[src/rtl/ysyx_22041461_pkg.sv]
// Shared definitions for the core sequencer: state encoding, reset PC and nop.
package ysyx_22041461_pkg;

    typedef enum logic [2:0] {
        ST_IDLE       = 3'd0,
        ST_FETCH_REQ  = 3'd1,
        ST_FETCH_WAIT = 3'd2,
        ST_EXEC       = 3'd3,
        ST_WB         = 3'd4,
        ST_HALT       = 3'd5,
        ST_ERROR      = 3'd6
    } state_t;

    localparam logic [63:0] RESET_PC_DEFAULT = 64'h0000_0000_8000_0000;
    localparam logic [31:0] INST_NOP         = 32'h0000_0013;
    localparam logic [63:0] PC_STEP          = 64'd4;

endpackage

[src/rtl/ysyx_22041461_core_seq_fetch_wdog.sv]
// Fetch watchdog: counts cycles spent fetching and flags when TIMEOUT is reached.
module ysyx_22041461_fetch_wdog #(
    parameter int unsigned TIMEOUT = 255,
    parameter int unsigned CNT_W   = 8
) (
    input  logic clk,
    input  logic rst,
    input  logic clr,
    input  logic en,
    output logic expire
);

    logic [CNT_W-1:0] count;

    // Counter: cleared on reset or on entry to a fetch, advances while fetching.
    always_ff @(posedge clk) begin
        if (rst || clr) begin
            count <= '0;
        end else if (en) begin
            count <= count + CNT_W'(1);
        end
    end

    assign expire = (count == CNT_W'(TIMEOUT));

endmodule

[src/rtl/ysyx_22041461_core_seq.sv]
// Multi-cycle core sequencer: owns the PC, fetches over valid/ready, gates the
// register write to the WB cycle, halts on ebreak, errors on fetch timeout.
// Optional performance counters built when YSYX_22041461_PERF_CNT_EN is defined.
module ysyx_22041461_core_seq
    import ysyx_22041461_pkg::*;
#(
    parameter logic [63:0] RESET_PC = RESET_PC_DEFAULT,
    parameter int unsigned TIMEOUT  = 255,
    parameter int unsigned CNT_W    = 8
) (
    input  logic        clk,
    input  logic        rst,
    output logic        ifu_req_valid,
    output logic [63:0] ifu_req_addr,
    input  logic        ifu_req_ready,
    input  logic        ifu_rsp_valid,
    input  logic [31:0] ifu_rsp_inst,
    output logic        ifu_rsp_ready,
    output logic [31:0] inst,
    input  logic        en_regw_in,
    output logic        regw_en,
    input  logic        halt_in,
    output logic [63:0] pc,
    output logic        retire,
    output logic        halted,
    output logic        err,
    output logic [63:0] mcycle,
    output logic [63:0] minstret
);

    state_t state, state_next;
    logic   wdog_clr, wdog_en, wdog_expire;
    logic   inst_load, pc_inc;

    ysyx_22041461_fetch_wdog #(
        .TIMEOUT(TIMEOUT),
        .CNT_W  (CNT_W)
    ) u_wdog (
        .clk   (clk),
        .rst   (rst),
        .clr   (wdog_clr),
        .en    (wdog_en),
        .expire(wdog_expire)
    );

    assign ifu_req_addr = pc;

    // State register.
    always_ff @(posedge clk) begin
        if (rst) begin
            state <= ST_IDLE;
        end else begin
            state <= state_next;
        end
    end

    // Next-state and control outputs; a completed handshake beats the timeout.
    always_comb begin
        state_next    = state;
        ifu_req_valid = 1'b0;
        ifu_rsp_ready = 1'b0;
        regw_en       = 1'b0;
        retire        = 1'b0;
        halted        = 1'b0;
        err           = 1'b0;
        wdog_clr      = 1'b0;
        wdog_en       = 1'b0;
        inst_load     = 1'b0;
        pc_inc        = 1'b0;
        case (state)
            ST_IDLE: begin
                wdog_clr   = 1'b1;
                state_next = ST_FETCH_REQ;
            end
            ST_FETCH_REQ: begin
                ifu_req_valid = 1'b1;
                wdog_en       = 1'b1;
                if (ifu_req_ready) begin
                    state_next = ST_FETCH_WAIT;
                end else if (wdog_expire) begin
                    state_next = ST_ERROR;
                end
            end
            ST_FETCH_WAIT: begin
                ifu_rsp_ready = 1'b1;
                wdog_en       = 1'b1;
                if (ifu_rsp_valid) begin
                    inst_load  = 1'b1;
                    state_next = ST_EXEC;
                end else if (wdog_expire) begin
                    state_next = ST_ERROR;
                end
            end
            ST_EXEC: begin
                if (halt_in) begin
                    retire     = 1'b1;
                    state_next = ST_HALT;
                end else begin
                    state_next = ST_WB;
                end
            end
            ST_WB: begin
                regw_en    = en_regw_in;
                retire     = 1'b1;
                pc_inc     = 1'b1;
                wdog_clr   = 1'b1;
                state_next = ST_FETCH_REQ;
            end
            ST_HALT: begin
                halted = 1'b1;
            end
            ST_ERROR: begin
                err = 1'b1;
            end
            default: begin
                state_next = ST_IDLE;
            end
        endcase
    end

    // PC and latched instruction; PC advances by 4 in WB and wraps naturally.
    always_ff @(posedge clk) begin
        if (rst) begin
            pc   <= RESET_PC;
            inst <= INST_NOP;
        end else begin
            if (pc_inc) begin
                pc <= pc + PC_STEP;
            end
            if (inst_load) begin
                inst <= ifu_rsp_inst;
            end
        end
    end

`ifdef YSYX_22041461_PERF_CNT_EN
    // Performance counters: cycles since reset and retired instructions.
    always_ff @(posedge clk) begin
        if (rst) begin
            mcycle   <= '0;
            minstret <= '0;
        end else begin
            mcycle <= mcycle + 64'd1;
            if (retire) begin
                minstret <= minstret + 64'd1;
            end
        end
    end
`else
    assign mcycle   = '0;
    assign minstret = '0;
`endif

endmodule

[config.mk]
export PLATFORM = sky130hd
export DESIGN_NAME = ysyx_22041461_core_seq
export DESIGN_NICKNAME = d
export VERILOG_FILES = /design/src/rtl/ysyx_22041461_pkg.sv /design/src/rtl/ysyx_22041461_core_seq_fetch_wdog.sv /design/src/rtl/ysyx_22041461_core_seq.sv
export SDC_FILE = /design/constraint.sdc
export NUM_CORES = 1
export LEC_CHECK = 0
export ABC_AREA = 0
export ABC_CLOCK_PERIOD_IN_PS = 2000
export CAP_MARGIN = 0
export CELL_PAD_IN_SITES_DETAIL_PLACEMENT = 0
export CELL_PAD_IN_SITES_GLOBAL_PLACEMENT = 1
export CORE_MARGIN = 2
export CORE_UTILIZATION = 25
export DETAILED_ROUTE_END_ITERATION = 8
export HOLD_SLACK_MARGIN = 0.08
export PLACE_DENSITY = 0.8
export SETUP_SLACK_MARGIN = 0.4
export SLEW_MARGIN = 5
export SYNTH_ARGS = -nofsm -noshare
export SYNTH_HDL_FRONTEND = slang
export SYNTH_HIERARCHICAL = 1
export SYNTH_SLANG_ARGS = --single-unit
export TNS_END_PERCENT = 100
[constraint.sdc]
create_clock -name clk -period 2 [get_ports clk]
set_input_delay 0.4 -clock clk [delete_from_list [all_inputs] [get_ports clk]]
set_output_delay 0.4 -clock clk [all_outputs]
set_load 0.02 [all_outputs]
---- Word level (Yosys, flattened, before mapping) ----
Index checks and enable logic that the tools add are counted.
word-level totals
  flip-flop bits (word level) ............. 107
  bits of input ports ..................... 38
  output and inout bits ................... 294
  logic and storage cells ................. 35
operators by class
  add/subtract/negate cells ............... 2
  equal/unequal tests ..................... 7
  muxes and demuxes ....................... 17
  reductions and logical operators ........ 5
operators by type and width
  cell                     number
  $add A64 B3 Y64 const B  1
  $pmux W3 S5              1
  $mux W1                  12
  $eq A3 B3 Y1 const B     3
  $mux W3                  3
  $add A8 B1 Y8 const B    1
  $eq A8 B8 Y1 const B     1
  $eq A3 B2 Y1 const B     2
  $reduce_or A2 Y1         3
  $eq A3 B1 Y1 const B     1
  $logic_not A3 Y1         1
  $pmux W1 S2              1
  $logic_or A1 B1 Y1       1

---- Depth between registers and ports, before layout ----
  word-level depth ........................ 4
  mapped depth ............................ 8
  depth with buffers taken out ............ 6

---- By module ----
The synthesis kept the hierarchy.
by module, submodules not included
  module                    times used  cells each  area each (µm²)  sequential area each (µm²)
  ysyx_22041461_core_seq    1           727         5,754.3          1,941.9
  ysyx_22041461_fetch_wdog  1           40          355.3            160.2

---- Worst setup path before layout ----
OpenSTA, ideal clock, no wires.
  path type ............................... reg-to-reg
  from .................................... register pc[19] (netlist: ifu_req_addr[19])
  to ...................................... register pc[57] (netlist: ifu_req_addr[57])
  library setup time ...................... 70 ps
  arrival time ............................ 2,139 ps
  data required time ...................... 1,930 ps
  setup slack ............................. -210 ps
  cell stages (with the launch flop) ...... 6
  buffers on the path ..................... 0
  clock period less this slack ............ 2,210 ps
  path through ............................ dfxtp_1 -> nand4_2 -> or4_4 -> nor4_4 -> or4b_1 -> a21oi_1
between the ends
  longest elaborated chain between the ends .. 1
ends and longest elaborated chain
  element                 line                           text
  from (decl)             ysyx_22041461_core_seq.sv:23   output logic [63:0] pc,
  from (signal assigned)  ysyx_22041461_core_seq.sv:128  pc <= pc + PC_STEP;
  $add A64 B3 Y64         ysyx_22041461_core_seq.sv:128
No other way between the ends.
A chain may end at the register's enable or synchronous reset.

---- Worst setup path after layout ----
  from .................................... register pc[17] (netlist: ifu_req_addr[17])
  to ...................................... register pc[48] (netlist: ifu_req_addr[48])
The elaborated chain is that of the path after synthesis.

==> results_dict.tcl <==
set metrics [dict create \
    number_of_register_bits_inferred_by_synthesis 105 \
    fin_setup_tns_ns 0 \
    boundary_pin_count 332 \
    port_buffers 199 \
    crit_fanout 7 \
    areaGrowthSynthToFinish_pct 54.9 \
    post-place-ws_ns -0.0656 \
    setup.worst_path.start_class "flip-flop" \
    r2r_slack_ns 0.007 \
    htree_levels 3 \
    clockRootBuffer "sky130_fd_sc_hd__clkbuf_16" \
    yosysWarningCount 6 \
    drive_above_1_share 0.317 \
    dr.pass1.iters 4 \
    final_antenna_net_count 0 \
    finalPower_uw 4450 \
    clk-insertion-delay-late_ns 0.36 \
    layout.cell_area.non_filler_sq_um 9460 \
    post_synth_main_area_contributors "sky130_fd_sc_hd__dfxtp_1 34%, sky130_fd_sc_hd__buf_4 24%, sky130_fd_sc_hd__nand2_1 5.6%, sky130_fd_sc_hd__a21oi_1 5.0%, sky130_fd_sc_hd__xnor2_1 3.7%" \
    via_count_of_the_first_global_routing_pass 5000 \
    result_of_the_run "finished clean" \
    max_clock_freq_mhz 502 \
    finalCritPeriodShare 0.996 \
    finish.cell_count_without_fillers 1338 \
    post_synth.cell_area_avg_sq_um 7.97 \
    endpoint "ifu_req_addr[48]" \
    grt_first_pass_wirelength_um 27100 \
    synth_commonest_cells "194 x sky130_fd_sc_hd__buf_4, 105 x sky130_fd_sc_hd__dfxtp_1, 91 x sky130_fd_sc_hd__nand2_1, 61 x sky130_fd_sc_hd__a21oi_1, 52 x sky130_fd_sc_hd__nor2_1" \
    clock-sinks 105 \
    drc 0 \
    setup_viol 0 \
    postSynth.topFlopCell "sky130_fd_sc_hd__dfxtp_1" \
    reg_to_reg_end "ifu_req_addr[48]" \
    dr_wl_cell_um 13.7 \
    grt_max_degree 49 \
    drt-initial-drc-count 166 \
    critPathBufInv 2 \
    critical_path.max_stage_delay_ns 0.48 \
    antenna-diode-count 0 \
    drt-total-wl_um 18400 \
    yosys.area.top_type_share 0.344 \
    power.ir.vdd_worst_v 0.000349 \
    fp.dieArea_sq_um 25700 \
    synth_cells 767 \
    maxCapViolations 0 \
    timing_worst_setup_path_type "reg2reg" \
    rr_startpoint "ifu_req_addr[17]" \
    reg2reg_depth 7 \
    grtUsageTotal 0.132 \
    synth_seq_area_share 0.344 \
    critical_path_required_ns 2.29 \
    hold_path.class "in2reg" \
    report.final.slew_viol_count 0 \
    synth-edff-count 0 \
    cts_buffer_depth 2 \
    rows 57 \
    cp_cell_sequence "nand4_1 -> buf_6 -> nor4_4 -> nand4_1 -> buf_6 -> or4_4 -> a21oi_2" \
    crit_path_end_kind "flip-flop" \
    crit_cells 7 \
    finalCriticalPeriod_ns 1.99 \
    placed_cells 1268 \
    rsz_0062_raised_after_global_routing "true" \
    synthArstFlopShare 0 \
    worstSetupStartpoint "ifu_req_addr[17]" \
    die_height_um 160 \
    postCtsHoldBufs 0 \
    dpl_cell_area_sq_um 8380 \
    initial_core_util 0.253 \
    tritoncts.num_buffers 9 \
    worst_path_top_cell_family_by_delay "simple AND/OR/NAND/NOR gates" \
    clkSlewWorstSetupHoldPaths_ns 0.08 \
    power.density_nw_per_um2 470 \
    nets 1049 \
    holdPathStages 2 \
    die_width_um 160 \
    gpl.final_weighted_congestion 0.749 \
    detailed_place_hpwl_um 12800 \
    global_route.overflow_total 0 \
    yosys.cell_types.count 46 \
    critical-path-slowest-cell "sky130_fd_sc_hd__or4_4" \
    routed_via_density 4.31 \
    finalClockSkew_ns 0.0154 \
    synth_top_area_cell "sky130_fd_sc_hd__dfxtp_1" \
    detailroute.via_count 5768 \
    worst_ep_arrival_time_ns 2.28 \
    postLayoutSetupSlackWorst_ns 0.00701 \
    finalHoldViolCount 0 \
    antenna_violations_before_repair 0 \
    power.static_leakage_uw 0.00429 \
    core_region_area_sq_um 24200 \
    fillerInstances 2486 \
    post_synthesis_cell_area_sq_um 6110 \
    tritoncts "yes" \
    yosysMostFrequentCell "sky130_fd_sc_hd__buf_4" \
]
[layer usage]
| metal | share of wire | routed length (um) | vias up | track usage |
|---|---|---|---|---|
| met4 | 0.022 | 411 | 0 | 0.0524 |
| met5 | 0 | 0 | - | 0 |
| met3 | 0.053 | 974 | 27 | 0.0256 |
| met2 | 0.52 | 9550 | 205 | 0.226 |
| met1 | 0.40 | 7430 | 2773 | 0.163 |
| li1 | - | - | 2763 | - |
[repair_timing]
action,4_1_cts,5_1_grt
resized for setup,281,168
pin swaps,48,74
endpoints found under the setup margin,222,146
buffers inserted,31,23
[registers in the layout, indices dropped and copies added (netlist names)]
signal        count
state             3
ifu_req_addr     62
inst             32
u_wdog/count      8
[report_power, final]
part	switching, uW	leakage (uW)	internal (uW)	total [uW]
sequential	17.5	0.000882	2080	2090
clock	908	0.000144	889	1800
combinational	386	0.00327	174	560
total	1310	0.00429	3140	4450
[kinds of logic after synthesis]
family          count (synthesis)  synth area share
simple gates                  292             0.249
buf+inv                       231             0.261
flops                         105             0.344
compound gates                 97            0.0850
xor+xnor                       38            0.0545
fa+ha+maj                       2           0.00410
other cells                     1          0.000614
mux                             1           0.00164
[worst min-delay path by stage]
| stage | slack [ns] | end | startpoint |
|---|---|---|---|
| after CTS | 0.41 | inst[15] | rst |
| after floorplan | 0.45 | u_wdog/count[7] | u_wdog/count[7] |
| after detailed placement | 0.45 | inst[30] | inst[30] |
| final | 0.42 | inst[15] | rst |
| after global routing | 0.41 | inst[15] | rst |
| after global placement | 0.44 | inst[9] | inst[9] |
[placed cells by master, fill, tap and decap left out, types with 10 or more instances in the layout]
| master | Yosys | routed |
|---|---|---|
| sky130_fd_sc_hd__clkbuf_2 | 0 | 22 |
| sky130_fd_sc_hd__nor3_4 | 0 | 10 |
| sky130_fd_sc_hd__nand2_1 | 91 | 88 |
| sky130_fd_sc_hd__nand4_1 | 27 | 27 |
| sky130_fd_sc_hd__dfxtp_4 | 0 | 27 |
| sky130_fd_sc_hd__nor2_1 | 52 | 45 |
| sky130_fd_sc_hd__buf_4 | 194 | 89 |
| sky130_fd_sc_hd__nand3_1 | 24 | 19 |
| sky130_fd_sc_hd__dfxtp_2 | 0 | 29 |
| sky130_fd_sc_hd__dfxtp_1 | 105 | 49 |
| sky130_fd_sc_hd__conb_1 | 1 | 132 |
| sky130_fd_sc_hd__or3_1 | 22 | 14 |
| sky130_fd_sc_hd__or3_4 | 0 | 10 |
| sky130_fd_sc_hd__clkdlybuf4s15_1 | 0 | 52 |
| sky130_fd_sc_hd__buf_6 | 0 | 34 |
| sky130_fd_sc_hd__xor2_1 | 12 | 12 |
| sky130_fd_sc_hd__o21ai_0 | 24 | 14 |
| sky130_fd_sc_hd__nor4_4 | 1 | 15 |
| sky130_fd_sc_hd__clkdlybuf4s50_1 | 0 | 36 |
| sky130_fd_sc_hd__a21oi_1 | 61 | 51 |
| sky130_fd_sc_hd__dlygate4sd2_1 | 0 | 73 |
| sky130_fd_sc_hd__xnor2_1 | 26 | 24 |
[metrics by stage]
step,utilization,hold WS [ns]
5_1_grt,0.391,0.412
4_1_cts,0.374,0.410
6_report,0.391,0.421
3_5_place_dp,0.347,0.446
3_3_place_gp,0.347,0.441
2_1_floorplan,-,0.452
[area by class of cell]
class | count | area, sq um | area share
clock buffers | 9 | 225 | 0.0238
clock inverters | 7 | 72.6 | 0.00767
inverters | 8 | 37.5 | 0.00397
multi-input cells | 562 | 3540 | 0.374
flip-flops and latches | 105 | 2240 | 0.237
well taps | 324 | 405 | 0.0428
repair buffers | 323 | 2940 | 0.311
(Power assumes the default switching activity.)
